==> src/rtl/display_scan_ctrl_if.sv <==
// BCD value handshake between a producer and the display scan controller.
interface display_scan_ctrl_if;
    logic [11:0] bcd_in;
    logic        bcd_valid;
    logic        bcd_ready;

    modport master (output bcd_in, output bcd_valid, input  bcd_ready);
    modport slave  (input  bcd_in, input  bcd_valid, output bcd_ready);
endinterface

==> src/rtl/display_scan_ctrl.sv <==
// Multiplexed 3-digit 7-segment scan controller with a one-deep pending buffer
// so a newly accepted value only reaches the display on a frame boundary.
module display_scan_ctrl #(
    parameter int unsigned CLK_DIV   = 50000,
    parameter int unsigned DEC_WIDTH = 2
) (
    input  logic                 clk,
    input  logic                 rst,
    display_scan_ctrl_if.slave   bcd,
    input  logic                 blank_lz,
    output logic [DEC_WIDTH-1:0] digit_sel,
    output logic [6:0]           seg_n,
    output logic                 tick
);

    localparam int unsigned PRE_W = (CLK_DIV > 2) ? $clog2(CLK_DIV) : 1;
    localparam int unsigned BCD_W = 12;
    localparam int unsigned NIB_W = 4;
    localparam int unsigned SEG_W = 7;

    localparam logic [PRE_W-1:0] PRE_LAST = PRE_W'(CLK_DIV - 1);

    localparam logic [DEC_WIDTH-1:0] DIG_ONES = DEC_WIDTH'(0);
    localparam logic [DEC_WIDTH-1:0] DIG_TENS = DEC_WIDTH'(1);
    localparam logic [DEC_WIDTH-1:0] DIG_HUND = DEC_WIDTH'(2);
    localparam logic [DEC_WIDTH-1:0] DIG_NONE = DEC_WIDTH'(3);

    localparam logic [SEG_W-1:0] SEG_BLANK = 7'h7F;
    localparam logic [SEG_W-1:0] SEG_DASH  = 7'h3F;

    logic [PRE_W-1:0]     presc_q, presc_d;
    logic                 tick_q, tick_d;
    logic [DEC_WIDTH-1:0] dsel_q, dsel_d;
    logic [SEG_W-1:0]     seg_q, seg_d;
    logic                 ready_q, ready_d;
    logic                 pend_full_q, pend_full_d;
    logic [BCD_W-1:0]     pend_val_q, pend_val_d;
    logic [BCD_W-1:0]     disp_q, disp_d;
    logic                 xfer_c;
    logic                 boundary_c;

    // Active-low segment pattern {g,f,e,d,c,b,a}; non-decimal nibbles show a dash.
    function automatic logic [SEG_W-1:0] seg_of(input logic [NIB_W-1:0] nib);
        logic [SEG_W-1:0] s;
        s = SEG_DASH;
        case (nib)
            4'd0:    s = 7'h40;
            4'd1:    s = 7'h79;
            4'd2:    s = 7'h24;
            4'd3:    s = 7'h30;
            4'd4:    s = 7'h19;
            4'd5:    s = 7'h12;
            4'd6:    s = 7'h02;
            4'd7:    s = 7'h78;
            4'd8:    s = 7'h00;
            4'd9:    s = 7'h10;
            default: s = SEG_DASH;
        endcase
        return s;
    endfunction

    // Prescaler, digit sequencing and the pending/display buffer pair.
    always_comb begin
        presc_d     = presc_q;
        tick_d      = 1'b0;
        dsel_d      = dsel_q;
        boundary_c  = 1'b0;
        xfer_c      = 1'b0;
        pend_full_d = pend_full_q;
        pend_val_d  = pend_val_q;
        disp_d      = disp_q;
        ready_d     = ready_q;

        presc_d = (presc_q == PRE_LAST) ? '0 : presc_q + PRE_W'(1);
        tick_d  = (presc_d == PRE_LAST);

        if (tick_q) begin
            case (dsel_q)
                DIG_NONE: begin
                    dsel_d     = DIG_ONES;
                    boundary_c = 1'b1;
                end
                DIG_ONES: dsel_d = DIG_TENS;
                DIG_TENS: dsel_d = DIG_HUND;
                DIG_HUND: begin
                    dsel_d     = DIG_ONES;
                    boundary_c = 1'b1;
                end
                default: begin
                    dsel_d     = DIG_ONES;
                    boundary_c = 1'b1;
                end
            endcase
        end

        // Old pending value moves to the display before a same-edge transfer refills it.
        if (boundary_c && pend_full_q) begin
            disp_d      = pend_val_q;
            pend_full_d = 1'b0;
        end

        xfer_c = bcd.bcd_valid && !pend_full_q;
        if (xfer_c) begin
            pend_val_d  = bcd.bcd_in;
            pend_full_d = 1'b1;
        end

        ready_d = !pend_full_d;
    end

    // Segment pattern for the digit that becomes active on this edge.
    always_comb begin
        logic [NIB_W-1:0] ones, tens, hund;
        ones  = disp_d[3:0];
        tens  = disp_d[7:4];
        hund  = disp_d[11:8];
        seg_d = SEG_BLANK;
        case (dsel_d)
            DIG_ONES: seg_d = seg_of(ones);
            DIG_TENS: seg_d = (blank_lz && hund == 4'd0 && tens == 4'd0) ? SEG_BLANK : seg_of(tens);
            DIG_HUND: seg_d = (blank_lz && hund == 4'd0) ? SEG_BLANK : seg_of(hund);
            default:  seg_d = SEG_BLANK;
        endcase
    end

    always_ff @(posedge clk) begin
        if (rst) begin
            presc_q     <= '0;
            tick_q      <= 1'b0;
            dsel_q      <= DIG_NONE;
            seg_q       <= SEG_BLANK;
            ready_q     <= 1'b1;
            pend_full_q <= 1'b0;
            pend_val_q  <= '0;
            disp_q      <= '0;
        end else begin
            presc_q     <= presc_d;
            tick_q      <= tick_d;
            dsel_q      <= dsel_d;
            seg_q       <= seg_d;
            ready_q     <= ready_d;
            pend_full_q <= pend_full_d;
            pend_val_q  <= pend_val_d;
            disp_q      <= disp_d;
        end
    end

    assign digit_sel     = dsel_q;
    assign seg_n         = seg_q;
    assign tick          = tick_q;
    assign bcd.bcd_ready = ready_q;

endmodule

==> src/flat_wrapper.sv <==
// flat-port wrapper written by rule: the top's interface ports become plain ports
module display_scan_ctrl_flat 
#(
    parameter int unsigned CLK_DIV   = 50000,
    parameter int unsigned DEC_WIDTH = 2
)
  (clk, rst, blank_lz, digit_sel, seg_n, tick, bcd_bcd_in, bcd_bcd_valid, bcd_bcd_ready);
  display_scan_ctrl_if bcd_i ();
  input  logic clk;
  input  logic rst;
  input  logic blank_lz;
  output logic [DEC_WIDTH-1:0] digit_sel;
  output logic [6:0] seg_n;
  output logic tick;
  input wire logic [$bits(bcd_i.bcd_in)-1:0] bcd_bcd_in;
  input wire logic [$bits(bcd_i.bcd_valid)-1:0] bcd_bcd_valid;
  output wire logic [$bits(bcd_i.bcd_ready)-1:0] bcd_bcd_ready;
  assign bcd_i.bcd_in = bcd_bcd_in;
  assign bcd_i.bcd_valid = bcd_bcd_valid;
  assign bcd_bcd_ready = bcd_i.bcd_ready;
  display_scan_ctrl #(.CLK_DIV(CLK_DIV), .DEC_WIDTH(DEC_WIDTH)) u_core (.clk(clk), .rst(rst), .bcd(bcd_i), .blank_lz(blank_lz), .digit_sel(digit_sel), .seg_n(seg_n), .tick(tick));
endmodule
==> config.mk <==
export PLATFORM = sky130hd
export DESIGN_NAME = display_scan_ctrl_flat
export DESIGN_NICKNAME = d
export VERILOG_FILES = /design/src/rtl/display_scan_ctrl_if.sv /design/src/rtl/display_scan_ctrl.sv /design/src/flat_wrapper.sv
export SDC_FILE = /design/constraint.sdc
export NUM_CORES = 1
export LEC_CHECK = 0
export ABC_AREA = 1
export BUFFER_PORTS_ARGS = -buffer_cell sky130_fd_sc_hd__buf_2
export CELL_PAD_IN_SITES_DETAIL_PLACEMENT = 0
export CELL_PAD_IN_SITES_GLOBAL_PLACEMENT = 1
export CORE_MARGIN = 4
export CORE_UTILIZATION = 42
export CTS_CLUSTER_DIAMETER = 60
export CTS_CLUSTER_SIZE = 24
export DETAILED_ROUTE_END_ITERATION = 16
export PLACE_DENSITY = 0.75
export SKIP_CTS_REPAIR_TIMING = 1
export SLEW_MARGIN = 15
export SYNTH_ARGS = -nofsm -noshare
export SYNTH_HDL_FRONTEND = slang
export SYNTH_SLANG_ARGS = --single-unit
==> constraint.sdc <==
create_clock -name clk -period 2.8 [get_ports clk]
set_input_delay 0.28 -clock clk [delete_from_list [all_inputs] [get_ports clk]]
set_output_delay 0.28 -clock clk [all_outputs]
set_load 0.05 [all_outputs]
### Yosys cells after proc, flatten, opt, wreduce, memory -nomap -nowiden

Memories as Yosys holds them, arrays and structs flattened.
Index checks and enable logic that the tools add are counted.

* bits in registers: 52
* latch bits: 0
* RAM bits: 0
* memory bits (read-only): 336
* input port bits: 16
* output and inout bits: 11
* logic and storage cells: 41
* memories kept: 3

* add/subtract/negate cells: 1
* multiply operators: 0
* div/mod/pow operators: 0
* order comparisons: 0
* equal/unequal tests: 7
* shift-type cells: 0
* muxes and demuxes: 11
* bitwise logic cells: 0
* reduce and logical (&&, ||, !) cells: 11

Memories
* (no name shown): words 16, width 7, rd ports 1, clocked after Yosys merged registers in 0, write ports 0, RTL line display_scan_ctrl.sv:46 `case (nib)`
* (no name shown): words 16, width 7, rd ports 1, clocked after Yosys merged registers in 0, write ports 0, RTL line display_scan_ctrl.sv:46
* (no name shown): words 16, width 7, rd ports 1, clocked after Yosys merged registers in 0, write ports 0, RTL line display_scan_ctrl.sv:46

Operators with widths (number)
* $eq A16 B16 Y1 const B: 2
* $pmux W7 S3: 1
* $add A16 B1 Y16 const B: 1
* $mux W16: 1
* $mux W7: 2
* $mux W12: 1
* $logic_not A4 Y1: 2
* $eq A2 B2 Y1 const B: 3
* $pmux W2 S3: 1
* $eq A2 B1 Y1 const B: 2
* $logic_and A1 B1 Y1: 4
* $logic_not A2 Y1: 2
* $mux W1: 4
* $logic_not A1 Y1: 2
* $mux W2: 1
* $reduce_or A2 Y1: 1

### Depth between registers and ports, before layout

Gate-level depths: netlist (run 1).

* depth after elaboration: 11
* mapped depth: 13
* mapped depth without buffers: 11

### Worst setup path before layout (run 1)

No wires, ideal clock.

* path kind: register -> register
* start: register u_core.tick_q (netlist: u_core.tick)
* end: register u_core.seg_q[0] (netlist: u_core.seg_n[0])
* setup time: 125 ps
* data arrival time: 2208 ps
* data required time: 2675 ps
* setup slack: 467 ps
* stages on the path, launching flop included: 12
* path buffers: 2
* clock period less this slack: 2333 ps
* path through: dfxtp_1 > nand3_2 > buf_6 > buf_6 > o21ai_0 > inv_1 > ha_1 > nand3b_1 > nand2_1 > nand2_1 > a21oi_1 > nand3_1

* elaborated cells between the ends (all ways): 17
* those cells by class: eq/ne: 2; mux: 6; reduce/logical: 6; memory: 3

RTL lines
* from (decl): RTL line display_scan_ctrl.sv:32 `logic tick_q, tick_d;`
* from (signal assigned): RTL line display_scan_ctrl.sv:138 `tick_q <= tick_d;`
* $mux W1: RTL line display_scan_ctrl.sv:77 `if (tick_q) begin`
* $logic_and A1 B1 Y1: RTL line display_scan_ctrl.sv:97 `if (boundary_c && pend_full_q) begin`
* $mux W12: RTL line display_scan_ctrl.sv:97
* named net u_core.disp_d[0]: RTL line display_scan_ctrl.sv:38 `logic [BCD_W-1:0] disp_q, disp_d;`
* $mem_v2 Z16 W7
* $pmux W7 S3: RTL line display_scan_ctrl.sv:118 `case (dsel_d)`
* to (signal assigned): RTL line display_scan_ctrl.sv:140 `seg_q <= seg_d;`
* to (decl): RTL line display_scan_ctrl.sv:34 `logic [SEG_W-1:0] seg_q, seg_d;`

The timed path passes the listed nets, and every way through them passes these cells.
A chain may end at the register's enable or synchronous reset.

### Worst setup path in the final report (run 1)

* start: register u_core.tick_q (netlist: u_core.tick)
* end: register u_core.seg_q[1] (netlist: u_core.seg_n[1])

* longest elaborated chain between the ends: 8
* elaborated cells between the ends (all ways): 17
* those cells by class: eq/ne: 2; mux: 6; reduce/logical: 6; memory: 3

RTL lines (RTL line)
* parallel branches: the longest is 7 deep, another holds $mem_v2 Z16 W7
* $pmux W7 S3 (*): display_scan_ctrl.sv:118

Mark *: on every way between the ends.

==> results of run 1 <==
[sequential cells by signal (all words and copies together), names as in the netlist]
register,cells
u_core.presc_q,16
u_core.disp_q,12
u_core.pend_val_q,12
u_core.seg_n,7
u_core.digit_sel,2
u_core.bcd.bcd_ready,1
u_core.pend_full_q,1
u_core.tick,1
[per-stage QoR]
stage / hold slack (ns) / utilization, %
after floorplan: 0.4149 / -
after global placement: 0.4464 / 46.65
after detailed placement: 0.4575 / 46.65
after CTS: 0.1877 / 48.55
after global routing: 0.1844 / 48.55
final: 0.1979 / 48.55
[kinds of logic (layout without fill, tap and decap cells)]
kind of cell	after synthesis	in the layout	share of synthesized area (%)
adder cells (fa/ha/maj)	19	19	8.092
AO/OA/AOI/OAI	46	46	8.859
buffers and inverters	63	92	8.688
flip-flops	52	52	35.43
AND/OR/NAND/NOR	258	258	37.73
XOR/XNOR	4	4	1.193
[where the power goes]
group	total [W]	switching [W]	internal, W
clock	0.000603	0.000251	0.000352
sequential	0.000770	0.0000120	0.000758
combinational	0.0000690	0.0000452	0.0000239
[worst max-delay path, cell delays in order (launching register included)]
cell      delay (ns)
dfxtp_1         0.41
nand3_2         0.36
o21ai_1         0.52
ha_1            0.26
nand2_1         0.05
nand3b_1        0.25
nor2_2          0.23
o21ai_0         0.12
nand3b_1        0.11
[cell type report]
cell class | count | area share, %
Sequential cell | 52 | 31.56
Clock inverter | 2 | 1.821
Timing Repair Buffer | 30 | 4.856
Multi-Input combinational cell | 327 | 49.77
Tap cell | 96 | 3.642
Inverter | 55 | 6.259
Clock buffer | 5 | 2.086
[layout by cell type, fill, tap and decap left out, types with 3 or more instances in the layout]
master    synthesis  routed
a21oi_1           9       9
buf_2             0      26
buf_4             1       4
clkbuf_8          0       5
dfxtp_1          52      52
ha_1             19      19
inv_1            53      53
nand2_1         117     117
nand3_1          36      36
nand3_2           3       3
nand3b_1          9       9
nand4_1           7       7
nor2_1           76      76
nor3_1            4       4
o211ai_1          4       4
o21ai_0          25      25
o21ai_1           4       4
xor2_1            3       3
[final timing paths]
| path | end | slack, ns | depth (start not counted) |
|---|---|---|---|
| min reg2reg | u_core.pend_val_q[10] | 0.47 | 2 |
| min | u_core.pend_val_q[3] | 0.20 | 3 |
| max | u_core.seg_n[1] | 0.44 | 8 |
| max reg2reg | u_core.seg_n[1] | 0.44 | 8 |
[per-layer routing]
metal / vias to the layer above / GRT usage, % / share of wire [%] / wire length (um)
li1: 1453 / - / - / -
met1: 1126 / 26.14 / 59 / 3870
met2: 44 / 23.01 / 36 / 2374
met3: 4 / 2.953 / 4.2 / 278
met4: 0 / 3.769 / 0.84 / 55
met5: - / 0 / 0 / 0
==> metrics, run 1 <==
status finished clean; vias in the first global route ~2.4k; most frequent cell after synthesis nand2_1; total wire length between 6000 and 7000 um; CP required roughly 3 ns; gr usage total between 15 and 20%; DRT Pass-1 Iters 4; io pins 27; fmax around 420 MHz; Slew HR a little over three fifths; CP Launch Type flip-flop; wire length per cell between 10 and 15 um; Initial Utilization about 43%; WP data arrival 2.61 ns; Syn Area/Cell 6.647 um^2; nets approximately 500; Post-synth EDFFs 0; global route overflow 0; final period utilization 84.39%; die area between 8000 and 9000 um^2; clock tree root driver cell clkbuf_8; post-route setup TNS 0 ns; pwr dens around 440 nW/um^2; startpoint of the worst hold path bcd_bcd_in[3]; Crit Reg-Reg Startpoint u_core.tick; worst min path class in2reg; number of hold violations in the final report 0; register area between 1000 and 1500 um^2; DR vias/cell 4.633; Final Critical Period roughly 2.4 ns; DP Worst Slack about 0.44 ns; Clock transition at path regs about 0.090 ns; die width about 90 um; CP endpoint kind flip-flop; Ant. Diodes 0; WS Path Type reg2reg; routed vias around 2.6k; Longest Clk Path Bufs 2; Final Skew between 0.006 and 0.007 ns; DIE HEIGHT around 92 um; FFs w/ async S/R, synth 0%; Worst-Margin Slew roughly 0.55 ns; number of CTS-inserted buffers 5; initial antenna violation count 0; Placed Area between 3000 and 4000 um^2; Post-synth top cells nand2_1 (117), nor2_1 (76), inv_1 (53), dfxtp_1 (52), nand3_1 (36); worst-path maximum fanout 20; Yosys warnings 0; Worst Setup SP u_core.tick; CORE AREA 6794 um^2; top cell type's share of synthesized area about 35%; Tot Pwr 0.001442 W; clk sinks 52; Rows 30; Area Growth Syn to Fin 12.27%; synth unique cells 29; syn nets around 480; ANT nets after route 0; first-pass GRT wire length 11410 um; MaxCap Viol Count 0; post-route cell area between 3000 and 4000 um^2; multi-input logic area roughly 1600 um^2; dpl cells 560; Non-Filler Instances roughly 570; synth top area cells dfxtp_1 (35%), nand2_1 (15%), nor2_1 (9.7%); RSZ-0062 raised after global routing false; htree depth 2; Pins Over Slew Limit 0; hpwl dp roughly 5100 um; Fillers a little over 700; Placer Congestion roughly 0.83; Max VDD drop 0.0002203 V; Post-Syn Instances between 400 and 500; share of cells above drive strength 1 about a tenth; Leak Pwr 1.624 nW; largest net degree at the start of global routing 28; dominant cell type by area after synthesis dfxtp_1; post-synthesis sequential area ratio 35.43%; DRC viols 0; TritonCTS clock tree done; fin worst setup slack approximately 0.44 ns; First DRT Iteration DRCs 158; FF+latch count, synth 52; Mapped Area 2938 um^2; count of final setup violators 0; Synth Flop Type dfxtp_1; Clock Latency Late Sink roughly 0.30 ns; port bufs 26
Power figures use the tool's default switching activity.
==> run 2: changes to the inputs <==
Settings changed: CORE_UTILIZATION 42 to 38, PLACE_DENSITY 0.75 to 0.71.
Clock period 2.8 ns to 2.12 ns, I/O delays scaled along.
==> run 2 against run 1 <==
  * Via count is 2.1% higher
  * Sequential cell count stayed put
  * Combinational power is 35% higher
  * Count of clock-buffer cells in the layout is 1 higher
  * Die area is 9.6% higher
  * Sequential power is 32% higher
  * Non-clock buffer count is 11 higher
==> metrics, run 2 (synthesized netlist as in run 1, its figures left out) <==
Placed Area 3258 um^2 (+2.8%); gr usage total 16.37% (-0.21 points); vias in the first global route 2446 (+1.5%); pwr dens 537.5 nW/um^2 (+23%); nets 517 (+2.2%); startpoint of the worst hold path bcd_bcd_in[9]; First DRT Iteration DRCs 146 (-7.6%); Core Util, Final 45.93% (-2.6 points); number of hold violations in the final report 0 (unchanged); dpl cells 574 (+2.5%); reg2reg end u_core.seg_n[1]; Worst-Margin Slew 0.5166 ns (-0.03251 ns); Pins Over Slew Limit 0 (unchanged); die area 9202 um^2 (+9.6%); Clock Power Share 38.9% (-2.9 points); DIE HEIGHT 95.93 um (+4.7%); combinational fraction of design power 5.1% (+0.3 points); Final Critical Period 1.918 ns (-0.4449 ns); worst min path class in2reg; global route overflow 0 (unchanged); Reg with most FFs u_core.presc_q; CP Launch Type flip-flop; count of final setup violators 0 (unchanged); first-pass GRT wire length 11790 um (+3.4%); port bufs 26 (unchanged); status finished clean; gr busiest metal met1; Crit Reg-Reg Startpoint u_core.pend_full_q; Clock transition at path regs 0.10 ns (about the same); Area Growth Syn to Fin 15.20%; number of CTS-inserted buffers 5 (unchanged); Ant. Diodes 0 (unchanged); Leak Pwr 1.669 nW (+2.8%); crit-path most repeated cell nand3b_1; ANT nets after route 0 (unchanged); CORE AREA 7370 um^2 (+8.5%); DR vias/cell 4.608 (-0.54%); Largest register FFs 16 (unchanged); hpwl dp 5460 um (+6.7%); R2R Setup Slk 0.20 ns (-0.24 ns); sw power 0.0004277 W (+39%); Final Skew 0.005948 ns (-0.00008222 ns); wire length per cell 11.90 um (+2.6%); post-route setup TNS 0 ns (unchanged); Slew HR 65.43% (+2.4 points); met2 GRT Util 22.93% (-0.077 points); io pins 27 (unchanged); Max VDD drop 0.0002900 V (+32%); fmax 521.4 MHz (+23%); total wire length 6928 um (+5.3%); met1 Use GR 25.48% (-0.66 points); Non-Filler Instances 582 (+2.6%); Sequential Power Share 55.9% (+2.5 points); htree depth 2 (unchanged); CP required 2.37 ns (-0.68 ns); Fillers 799 (+12%); worst stage delay on the critical path 0.42 ns (-0.10 ns); worst reg2reg path depth 8 (unchanged); crit-path cells nand3_4 -> o21ai_2 -> ha_1 -> nand2_1 -> nand3b_1 -> nor2_2 -> o21ai_0 -> nand3b_1; WP data arrival 2.17 ns (-0.44 ns); initial antenna violation count 0 (unchanged); clk sinks 52 (unchanged); Crit path max-delay family simple AND/OR/NAND/NOR gates; WS Path Type reg2reg; TritonCTS clock tree done; WHS Endpoint u_core.pend_val_q[9]; die width 95.93 um (+4.7%); post-route cell area 3385 um^2 (+2.6%); routed vias 2682 (+2.1%); DRC viols 0 (unchanged); Longest Clk Path Bufs 2 (unchanged); MaxCap Viol Count 0 (unchanged); share of cells above drive strength 1 13.25% (+2.8 points); fin worst setup slack 0.2020 ns (-0.2351 ns); hold path depth 3 (unchanged); Regs by FF count u_core.presc_q: 16 flops, u_core.disp_q: 12 flops, u_core.pend_val_q: 12 flops; Placer Congestion 0.8212 (-0.58%); Sw Ratio 23.51% (+2.2 points); DRT Pass-1 Iters 4 (unchanged); clock tree root driver cell clkbuf_8; commonest non-fill, non-tap cell in the layout nand2_1; final period utilization 90.47% (+6.1 points); Critical-path top delay cell dfxtp_1; Clock Latency Late Sink 0.31 ns (about the same); worst-path maximum fanout 17 (-15%); Internal 0.001392 W (+23%); commonest cells after routing, fill and taps aside nand2_1 (117), nor2_1 (76), inv_1 (53), dfxtp_1 (50), nand3_1 (36); CP endpoint kind flip-flop; Initial Utilization 39.86% (-3.4 points); CP bufs+invs 0 (unchanged); Rows 31 (+3.3%); largest net degree at the start of global routing 18 (-36%); DP Worst Slack 0.05414 ns (-0.3836 ns); met3 Use GR 2.971% (+0.018 points)
==> run 2: metal layers <==
metal / share of wire (%) / vias up / wire length, um
li1: - / 1478 / -
met1: 57 / 1156 / 3966
met2: 38 / 40 / 2632
met3: 3.6 / 8 / 250
met4: 1.1 / 0 / 78
met5: 0 / - / 0
==> run 2: power groups by stage <==
stage	logic, W	registers (W)	clock network, W
4_1_cts	0.0000946	0.00102	0.000733
3_3_place_gp	0.0000936	0.00104	0
5_1_grt	0.000109	0.00102	0.000767
3_5_place_dp	0.0000939	0.00104	0
6_report	0.0000933	0.00102	0.000708
2_1_floorplan	0.0000573	0.00104	0
==> run 2: how the worst max path moves through the flow <==
stage / startpoint / endpoint / slack, ns / cells after the start
finish: u_core.pend_full_q / u_core.seg_n[1] / 0.20 / 8
global route: u_core.pend_full_q / u_core.seg_n[4] / -0.03 / 8
CTS: u_core.pend_full_q / u_core.seg_n[4] / 0.01 / 8
detailed placement: u_core.pend_full_q / u_core.seg_n[4] / 0.05 / 8
global placement: u_core.pend_full_q / u_core.seg_n[0] / 0.13 / 8
floorplan: u_core.tick / u_core.seg_n[5] / 0.01 / 11
==> run 2: tightest hold or removal path, stage by stage <==
cell    delay [ns]
buf_2         0.07
nor2_1        0.03
nor2_1        0.08
==> run 2: layout make-up <==
class | instances | area, um^2 | area share [%]
clock buffer | 6 | 72.57 | 2.144
clock inverter | 2 | 38.79 | 1.146
inverter | 55 | 206.4 | 6.100
multi-input combinational | 327 | 1657 | 48.95
sequential | 52 | 1044 | 30.83
tap | 99 | 123.9 | 3.660
timing repair buffer | 41 | 242.7 | 7.172
==> run 2: metrics by stage <==
step | total power [W] | hold WS (ns)
2_1_floorplan | 0.001098 | 0.3469
3_3_place_gp | 0.001133 | 0.4319
3_5_place_dp | 0.001134 | 0.4405
4_1_cts | 0.001844 | 0.1083
5_1_grt | 0.001897 | 0.1093
6_report | 0.001819 | 0.1164
